$ cat src/rtl/spsram_initiator_if.sv
// Bus bundle for spsram_initiator: command stream, response stream and the SRAM port.
// The slave modport is the initiator's view; master is the client/memory environment.
interface spsram_initiator_if #(
    parameter int W = 32,
    parameter int N = 128
);
    localparam int AW = (N > 1) ? $clog2(N) : 1;

    logic          cmd_vld;
    logic          cmd_wen;
    logic [AW-1:0] cmd_addr;
    logic [W-1:0]  cmd_din;
    logic          cmd_rdy;
    logic          rsp_vld;
    logic [W-1:0]  rsp_dout;
    logic          rsp_rdy;
    logic          mem_en;
    logic          mem_wen;
    logic [AW-1:0] mem_addr;
    logic [W-1:0]  mem_din;
    logic [W-1:0]  mem_dout;
    logic          init_done;

    modport slave (
        input  cmd_vld, cmd_wen, cmd_addr, cmd_din, rsp_rdy, mem_dout,
        output cmd_rdy, rsp_vld, rsp_dout, mem_en, mem_wen, mem_addr, mem_din, init_done
    );

    modport master (
        output cmd_vld, cmd_wen, cmd_addr, cmd_din, rsp_rdy, mem_dout,
        input  cmd_rdy, rsp_vld, rsp_dout, mem_en, mem_wen, mem_addr, mem_din, init_done
    );
endinterface

$ cat src/rtl/spsram_initiator.sv
// Single-port SRAM initiator: valid/ready commands drive SRAM cycles, read data returns through a
// credit-protected response FIFO. Optional power-up clear sweep enabled by SPSRAM_INITIATOR_INIT_EN.

module spsram_initiator_chk #(
    parameter int RSP_DEPTH = 3,
    parameter int CW        = 2
) (
    input logic          clk,
    input logic          rst,
    input logic          push,
    input logic          pop,
    input logic [CW-1:0] cnt,
    input logic [CW-1:0] outst
);
    a_no_overflow: assert property (@(posedge clk) disable iff (rst)
        !(push && !pop && (cnt == CW'(RSP_DEPTH))));

    a_credit_bound: assert property (@(posedge clk) disable iff (rst)
        (outst <= CW'(RSP_DEPTH)) && (cnt <= outst));
endmodule

module spsram_initiator #(
    parameter int           W         = 32,
    parameter int           N         = 128,
    parameter int           RSP_DEPTH = 3,
    parameter logic [W-1:0] INIT_VAL  = '0
) (
    input logic               clk,
    input logic               rst,
    spsram_initiator_if.slave bus
);
    localparam int AW = (N > 1) ? $clog2(N) : 1;
    localparam int CW = $clog2(RSP_DEPTH + 1);
    localparam int PW = (RSP_DEPTH > 1) ? $clog2(RSP_DEPTH) : 1;

    typedef enum logic [0:0] {
        ST_INIT = 1'b0,
        ST_RUN  = 1'b1
    } state_e;

    state_e        state_q, state_d;
    logic          init_done_q, init_done_d;
`ifdef SPSRAM_INITIATOR_INIT_EN
    logic [AW-1:0] sweep_q, sweep_d;
`endif

    logic [W-1:0]  buf_q [RSP_DEPTH];
    logic [W-1:0]  buf_d [RSP_DEPTH];
    logic [PW-1:0] wptr_q, wptr_d;
    logic [PW-1:0] rptr_q, rptr_d;
    logic [CW-1:0] cnt_q, cnt_d;
    logic [CW-1:0] outst_q, outst_d;
    logic          rd_fly_q, rd_fly_d;

    logic          run;
    logic          cmd_rdy;
    logic          cmd_fire;
    logic          rd_acc;
    logic          push;
    logic          pop;

    function automatic logic [PW-1:0] ptr_inc(input logic [PW-1:0] p);
        if (p == PW'(RSP_DEPTH - 1)) begin
            ptr_inc = '0;
        end else begin
            ptr_inc = p + PW'(1);
        end
    endfunction

    // INIT/RUN sequencing; init_done is a registered copy of "in RUN"
    always_comb begin
        state_d     = state_q;
        init_done_d = init_done_q;
`ifdef SPSRAM_INITIATOR_INIT_EN
        sweep_d     = sweep_q;
`endif
        case (state_q)
            ST_INIT: begin
`ifdef SPSRAM_INITIATOR_INIT_EN
                if (sweep_q == AW'(N - 1)) begin
                    state_d     = ST_RUN;
                    init_done_d = 1'b1;
                end else begin
                    sweep_d     = sweep_q + AW'(1);
                end
`else
                state_d     = ST_RUN;
                init_done_d = 1'b1;
`endif
            end
            ST_RUN: begin
                state_d     = ST_RUN;
                init_done_d = 1'b1;
            end
            default: begin
                state_d     = ST_INIT;
                init_done_d = 1'b0;
            end
        endcase
    end

    // FSM state register
    always_ff @(posedge clk) begin
        if (rst) begin
            state_q     <= ST_INIT;
            init_done_q <= 1'b0;
`ifdef SPSRAM_INITIATOR_INIT_EN
            sweep_q     <= '0;
`endif
        end else begin
            state_q     <= state_d;
            init_done_q <= init_done_d;
`ifdef SPSRAM_INITIATOR_INIT_EN
            sweep_q     <= sweep_d;
`endif
        end
    end

    // Reads consume a credit that covers both the in-flight cycle and the buffer slot
    assign run      = (state_q == ST_RUN);
    assign cmd_rdy  = run & (bus.cmd_wen | (outst_q < CW'(RSP_DEPTH)));
    assign cmd_fire = bus.cmd_vld & cmd_rdy;
    assign rd_acc   = cmd_fire & ~bus.cmd_wen;
    assign push     = rd_fly_q;
    assign pop      = bus.rsp_rdy & (cnt_q != '0);

    // SRAM port: commands pass straight through; the sweep owns the port during INIT
    always_comb begin
        bus.mem_en   = cmd_fire;
        bus.mem_wen  = bus.cmd_wen;
        bus.mem_addr = bus.cmd_addr;
        bus.mem_din  = bus.cmd_din;
        if (state_q == ST_INIT) begin
            bus.mem_din  = INIT_VAL;
`ifdef SPSRAM_INITIATOR_INIT_EN
            bus.mem_en   = ~rst;
            bus.mem_wen  = 1'b1;
            bus.mem_addr = sweep_q;
`endif
        end else begin
            bus.mem_din  = bus.cmd_din;
        end
    end

    // Response FIFO and credit bookkeeping next-state
    always_comb begin
        buf_d    = buf_q;
        wptr_d   = wptr_q;
        rptr_d   = rptr_q;
        rd_fly_d = rd_acc;
        if (push) begin
            buf_d[wptr_q] = bus.mem_dout;
            wptr_d        = ptr_inc(wptr_q);
        end else begin
            wptr_d        = wptr_q;
        end
        if (pop) begin
            rptr_d = ptr_inc(rptr_q);
        end else begin
            rptr_d = rptr_q;
        end
        case ({push, pop})
            2'b10:   cnt_d = cnt_q + CW'(1);
            2'b01:   cnt_d = cnt_q - CW'(1);
            default: cnt_d = cnt_q;
        endcase
        case ({rd_acc, pop})
            2'b10:   outst_d = outst_q + CW'(1);
            2'b01:   outst_d = outst_q - CW'(1);
            default: outst_d = outst_q;
        endcase
    end

    // Datapath registers; reset drops in-flight reads and buffered responses
    always_ff @(posedge clk) begin
        if (rst) begin
            buf_q    <= '{default: '0};
            wptr_q   <= '0;
            rptr_q   <= '0;
            cnt_q    <= '0;
            outst_q  <= '0;
            rd_fly_q <= 1'b0;
        end else begin
            buf_q    <= buf_d;
            wptr_q   <= wptr_d;
            rptr_q   <= rptr_d;
            cnt_q    <= cnt_d;
            outst_q  <= outst_d;
            rd_fly_q <= rd_fly_d;
        end
    end

    assign bus.cmd_rdy   = cmd_rdy;
    assign bus.rsp_vld   = (cnt_q != '0);
    assign bus.rsp_dout  = buf_q[rptr_q];
    assign bus.init_done = init_done_q;

    spsram_initiator_chk #(
        .RSP_DEPTH (RSP_DEPTH),
        .CW        (CW)
    ) u_chk (
        .clk   (clk),
        .rst   (rst),
        .push  (push),
        .pop   (pop),
        .cnt   (cnt_q),
        .outst (outst_q)
    );
endmodule

$ cat src/flat_wrapper.sv
// flat-port wrapper written by rule: the top's interface ports become plain ports
module spsram_initiator_flat 
#(
    parameter int           W         = 32,
    parameter int           N         = 128,
    parameter int           RSP_DEPTH = 3,
    parameter logic [W-1:0] INIT_VAL  = '0
)
  (clk, rst, bus_cmd_vld, bus_cmd_wen, bus_cmd_addr, bus_cmd_din, bus_rsp_rdy, bus_mem_dout, bus_cmd_rdy, bus_rsp_vld, bus_rsp_dout, bus_mem_en, bus_mem_wen, bus_mem_addr, bus_mem_din, bus_init_done);
  spsram_initiator_if #(.W(W), .N(N)) bus_i ();
  input logic clk;
  input logic rst;
  input wire logic [$bits(bus_i.cmd_vld)-1:0] bus_cmd_vld;
  input wire logic [$bits(bus_i.cmd_wen)-1:0] bus_cmd_wen;
  input wire logic [$bits(bus_i.cmd_addr)-1:0] bus_cmd_addr;
  input wire logic [$bits(bus_i.cmd_din)-1:0] bus_cmd_din;
  input wire logic [$bits(bus_i.rsp_rdy)-1:0] bus_rsp_rdy;
  input wire logic [$bits(bus_i.mem_dout)-1:0] bus_mem_dout;
  output wire logic [$bits(bus_i.cmd_rdy)-1:0] bus_cmd_rdy;
  output wire logic [$bits(bus_i.rsp_vld)-1:0] bus_rsp_vld;
  output wire logic [$bits(bus_i.rsp_dout)-1:0] bus_rsp_dout;
  output wire logic [$bits(bus_i.mem_en)-1:0] bus_mem_en;
  output wire logic [$bits(bus_i.mem_wen)-1:0] bus_mem_wen;
  output wire logic [$bits(bus_i.mem_addr)-1:0] bus_mem_addr;
  output wire logic [$bits(bus_i.mem_din)-1:0] bus_mem_din;
  output wire logic [$bits(bus_i.init_done)-1:0] bus_init_done;
  assign bus_i.cmd_vld = bus_cmd_vld;
  assign bus_i.cmd_wen = bus_cmd_wen;
  assign bus_i.cmd_addr = bus_cmd_addr;
  assign bus_i.cmd_din = bus_cmd_din;
  assign bus_i.rsp_rdy = bus_rsp_rdy;
  assign bus_i.mem_dout = bus_mem_dout;
  assign bus_cmd_rdy = bus_i.cmd_rdy;
  assign bus_rsp_vld = bus_i.rsp_vld;
  assign bus_rsp_dout = bus_i.rsp_dout;
  assign bus_mem_en = bus_i.mem_en;
  assign bus_mem_wen = bus_i.mem_wen;
  assign bus_mem_addr = bus_i.mem_addr;
  assign bus_mem_din = bus_i.mem_din;
  assign bus_init_done = bus_i.init_done;
  spsram_initiator #(.W(W), .N(N), .RSP_DEPTH(RSP_DEPTH), .INIT_VAL(INIT_VAL)) u_core (.clk(clk), .rst(rst), .bus(bus_i));
endmodule
$ cat config.mk
export PLATFORM = sky130hd
export DESIGN_NAME = spsram_initiator_flat
export DESIGN_NICKNAME = d
export VERILOG_FILES = /design/src/rtl/spsram_initiator_if.sv /design/src/rtl/spsram_initiator.sv /design/src/flat_wrapper.sv
export SDC_FILE = /design/constraint.sdc
export NUM_CORES = 1
export LEC_CHECK = 0
export BUFFER_PORTS_ARGS = -buffer_cell sky130_fd_sc_hd__buf_4
export CAP_MARGIN = 10
export CORE_ASPECT_RATIO = 1.4
export CORE_UTILIZATION = 45
export CTS_CLUSTER_DIAMETER = 60
export DETAILED_ROUTE_END_ITERATION = 16
export PLACE_DENSITY_LB_ADDON = 0.2
export SLEW_MARGIN = 20
export SYNTH_ARGS = -nofsm -noshare
export SYNTH_HDL_FRONTEND = slang
export SYNTH_SLANG_ARGS = --single-unit
$ cat constraint.sdc
create_clock -name clk -period 2.1 [get_ports clk]
set_clock_uncertainty 0.1 [all_clocks]
set_input_delay 0.21 -clock clk [delete_from_list [all_inputs] [get_ports clk]]
set_output_delay 0.21 -clock clk [all_outputs]
set_load 0.1 [all_outputs]
# Yosys cells after proc, flatten, opt, wreduce, memory -nomap -nowiden
# Index checks and enable logic that the tools add are counted.
# op_classes
n_mux	12
n_addsub	6
reduce_logical	4
eq_ne	6
bitwise_logic	8
order_cmp	4
# ops
op	n
32-bit two-way mux	4
96-bit bitwise mux	1
32-bit binary-select mux with 2-bit select	1
32-bit demux with 2-bit select	1
2-bit by 1-bit adder with 2-bit output (second input constant)	4
2-bit == test (second input constant)	4
2-bit case mux with 2 select lines	2
3-bit greater-or-equal comparator (second input constant)	2
2-bit inverter with 3-bit output	2
2-bit nonzero test	3
1-bit AND	4
2-bit by 1-bit == test with 1-bit output (second input constant)	2
2-bit two-way mux	2
2-bit by 1-bit subtractor with 2-bit output (second input constant)	2
3-bit by 1-bit < comparator with 1-bit output (second input constant)	1
2-bit < comparator (second input constant)	1
1-bit logical AND	1
1-bit two-way mux	1
1-bit inverter	1
1-bit bitwise OR	1
# word_totals
out_inout_bits	76
ff_bits	106

# Depth between registers and ports, before layout
# logic_depth
depth_word	7
depth_mapped	6

# Least setup slack after synthesis
# Ideal clock, no wire load.
# synth_path
path_kind	register to output
startpoint	register u_core.rptr_q[1]
endpoint	output bus_rsp_dout[0]
slack_ns	-0.985
path_buffers	2
arrival_ns	2.775
path_stages_with_launch	4
path_cell_list	dfxtp_1 > buf_2 > clkbuf_1 > o21ai_0
# synth_via
elab_chain_len	4
# synth_lines
item	line_no	text
start, declared	spsram_initiator.sv:50	logic [PW-1:0] rptr_q, rptr_d;
start signal, assigned	spsram_initiator.sv:186	rptr_q <= rptr_d;
2-bit inverter with 3-bit output (not written as such)	spsram_initiator.sv:195	assign bus.rsp_dout = buf_q[rptr_q];
32-bit binary-select mux with 2-bit select	spsram_initiator.sv:195	
32-bit two-way mux (not written as such) (2 in a row)	spsram_initiator.sv:195	
end, declared	flat_wrapper.sv:21	output wire logic [$bits(bus_i.rsp_dout)-1:0] bus_rsp_dout;
# No other way between the ends. The select of a mux whose other input is x is not followed.

# Worst setup path in the final report
# layout_path
startpoint	register u_core.rptr_q[1]
endpoint	output bus_rsp_dout[23]
# Same word-level chain as after synthesis.

==> impl_metrics.yaml <==
outcome:
  status: "completed"
clock_tree:
  worstSkewPairLatency_ps: 340
  htree_levels: 3
  clock-root-buffer: "clkbuf_16"
  hold_buffers: 0
  clockBufferDepth: 2
  path_clk_slew_ps: 70
  numCtsBuffers: 9
  cts.sinks: 106
  cts_tree: "yes"
logic_synthesis:
  ys_top_cells_by_count: "nand2_1 (223), dfxtp_1 (106), a21oi_1 (102), and2_1 (32), mux2i_1 (32)"
  synth_edf_count: 0
  syn_area_um2: 4790
  yosys_register_bits: 106
  yosys-top-cells-area: "dfxtp_1 (44%), nand2_1 (17%), a21oi_1 (11%), mux2i_1 (6.7%), and2_1 (4.2%)"
  yosysSeqAreaShare_pct: 44.3
  synthCells: 621
  ys.flop_type: "dfxtp_1"
  async_flop_share_pct: 0
  yosysTopAreaCell: "dfxtp_1"
  yosysWarningCount: 0
  synth_top_area_share_pct: 44.3
  syn_avg_cell_area_um2: 7.72
  yosysMostFrequentCell: "nand2_1"
  synthDistinctLibCells: 30
  synth_nets: 699
detailed_routing:
  first_iter_violations: 212
  ant_nets: 0
  wl_per_cell_um: 14.2
  viasPerCell: 5.14
  firstDrtPassIters: 5
  via_count: 4505
  routed_wl_mm: 12.5
  drc: 0
setup_path:
  startpoint_type: "flop"
  cpMaxStageDelayCell: "dfxtp_4"
  critPathArrivalTime_ps: 1650
  crit_family: "flip-flops"
  max_stage_delay_ps: 540
  cp_max_fo: 25
  reg2reg_from: "u_core.cnt_q[0]$_SDFFE_PP0P_"
  crit_chain: "buf_12, nand2_1, o22ai_1, buf_4"
  path_class: "flop to primary output"
  cp-startpoint: "u_core.rptr_q[1]$_SDFFE_PP0P_"
  reg2reg_slack_ps: 350
  cp-end-kind: "primary output"
  critical_path_required_ps: 1790
  crit_buf_inv: 2
pwr:
  p_int_w: 0.00335
  p_sw_w: 0.00138
  leakage_nw: 2.35
  clkPwrFrac_pct: 37.8
  power_frac_comb_pct: 18.7
  p_per_area_nw_per_um2: 757
  switching_share_pct: 29.2
  ir_drop_uv: 418
  seq_power_share_pct: 43.6
  finalPower_w: 0.00473
floorplanning:
  core-area_um2: 10300
  die_h_um: 124
  pin_count: 152
  row_count: 44
  die_w_um: 89.2
  initial_core_util_pct: 46.3
  dieArea_um2: 11100
timing:
  max_slew_margin_pct: 63.6
  layout_min_cycle_time_ps: 1960
  hold_viol: 0
  fin_hold_ws_ps: 22.0
  tightestPinTransition_ps: 545
  fin_setup_tns_ps: 0
  final_max_slew_viol_count: 0
  rsz0062_at_grt: "no"
  clock.fmax_ghz: 0.511
  period_share_pct: 93.2
  setup_viol: 0
finish:
  area_delta_synth_final_pct: 30.4
  antenna_cells: 0
  drive_above_1_share_pct: 26.0
  nets: 811
  final.fill_count: 945
  final_core_util_pct: 60.4
placement:
  io_buffer_count: 137
  hpwlAfterDp_mm: 8.76
  place_congestion: 0.902
global_route:
  grt_start_max_net_pins: 51
  grt_pass1_vias: 4075
  grt_use_total_pct: 22.7
  gr-total-overflow: 0
  grt_pass1_wl_mm: 19.1
  antenna_found_initial: 0
min_path:
  min_path_type: "primary input to flop"
  hold_path.startpoint: "bus_mem_dout[26]"
run:
  maxCapViolCount: 0
cell usage in the layout (no fill, tap or decap), types with 5 or more instances in the layout:
| cell type | n |
|---|---|
| nand2_1 | 223 |
| o22ai_2 | 6 |
| a21oi_1 | 102 |
| buf_12 | 6 |
| o22ai_1 | 24 |
| and2_1 | 32 |
| mux2i_1 | 32 |
| dfxtp_1 | 103 |
| buf_4 | 153 |
| clkbuf_16 | 9 |
| nor2_1 | 5 |
worst register-to-register path: cells and delay by family, from the launching register on:
kind / cells / cell delay (ps)
DFF: 1 / 350
adders and majority gates: 1 / 340
AOI/OAI and AO/OA: 2 / 430
buffers and inverters: 1 / 110
and+or+nand+nor: 1 / 370
power by group through the flow:
stage               registers [W]  logic [W]  clock network (W)
finish                    0.00206   0.000884            0.00179
global route              0.00207   0.000922            0.00190
CTS                       0.00207   0.000873            0.00182
detailed placement        0.00212   0.000872                  0
global placement          0.00212   0.000863                  0
floorplan                 0.00211   0.000684                  0
layout make-up:
type	count	area [um^2]	area share, %
Multi-Input combinational cell	454	2350	37.6
Sequential cell	106	2130	34.1
Timing Repair Buffer	159	1270	20.3
Clock buffer	10	229	3.66
Tap cell	138	173	2.76
Clock inverter	6	87.6	1.40
Inverter	3	11.3	0.180
worst paths after layout:
kind | endpoint | cells past startpoint
hold / removal | u_core.buf_q[58]$_SDFFE_PP0P_ | 3
hold reg to reg | u_core.buf_q[18]$_SDFFE_PP0P_ | 2
setup / recovery | bus_rsp_dout[23] | 4
setup reg to reg | u_core.outst_q[1]$_SDFFE_PP0P_ | 5
flip-flops by register name, indices dropped and copies added (netlist names):
name	cells
u_core.buf_q	96
u_core.rptr_q	2
u_core.wptr_q	2
u_core.outst_q	2
u_core.push	1
u_core.bus.init_done	1
u_core.cnt_q	2
through the flow:
step | area [um^2] | instances | worst slack [ps]
6_report | 6250 | 876 | 142
3_5_place_dp | 5920 | 858 | 345
2_1_floorplan | 4830 | 621 | -530
4_1_cts | 6240 | 874 | 16.0
3_3_place_gp | 5920 | 858 | 390
5_1_grt | 6250 | 876 | 53.3
kinds of logic (layout without fill, tap and decap cells):
family | Yosys count | after routing | synth area share (%)
XOR/XNOR | 4 | 4 | 0.731
flip-flops | 106 | 106 | 44.3
buffers and inverters | 61 | 178 | 7.49
multiplexers | 32 | 32 | 6.68
AO/OA/AOI/OAI | 139 | 139 | 15.4
adder cells (fa/ha/maj) | 2 | 2 | 0.522
AND/OR/NAND/NOR | 277 | 277 | 24.9
what timing repair did:
item	4_1_cts	5_1_grt
buffers inserted	0	2
endpoints found under the setup margin	1	6
resized for setup	1	0
cloned	0	0
routing by layer:
layer / up-vias / GRT usage (%) / part of all wire, %
met5: - / 0 / 0
met4: 0 / 8.73 / 1.8
met3: 14 / 3.11 / 5.1
met2: 149 / 43.0 / 53
met1: 2081 / 25.0 / 40
li1: 2261 / - / -
Power figures use the tool's default switching activity.
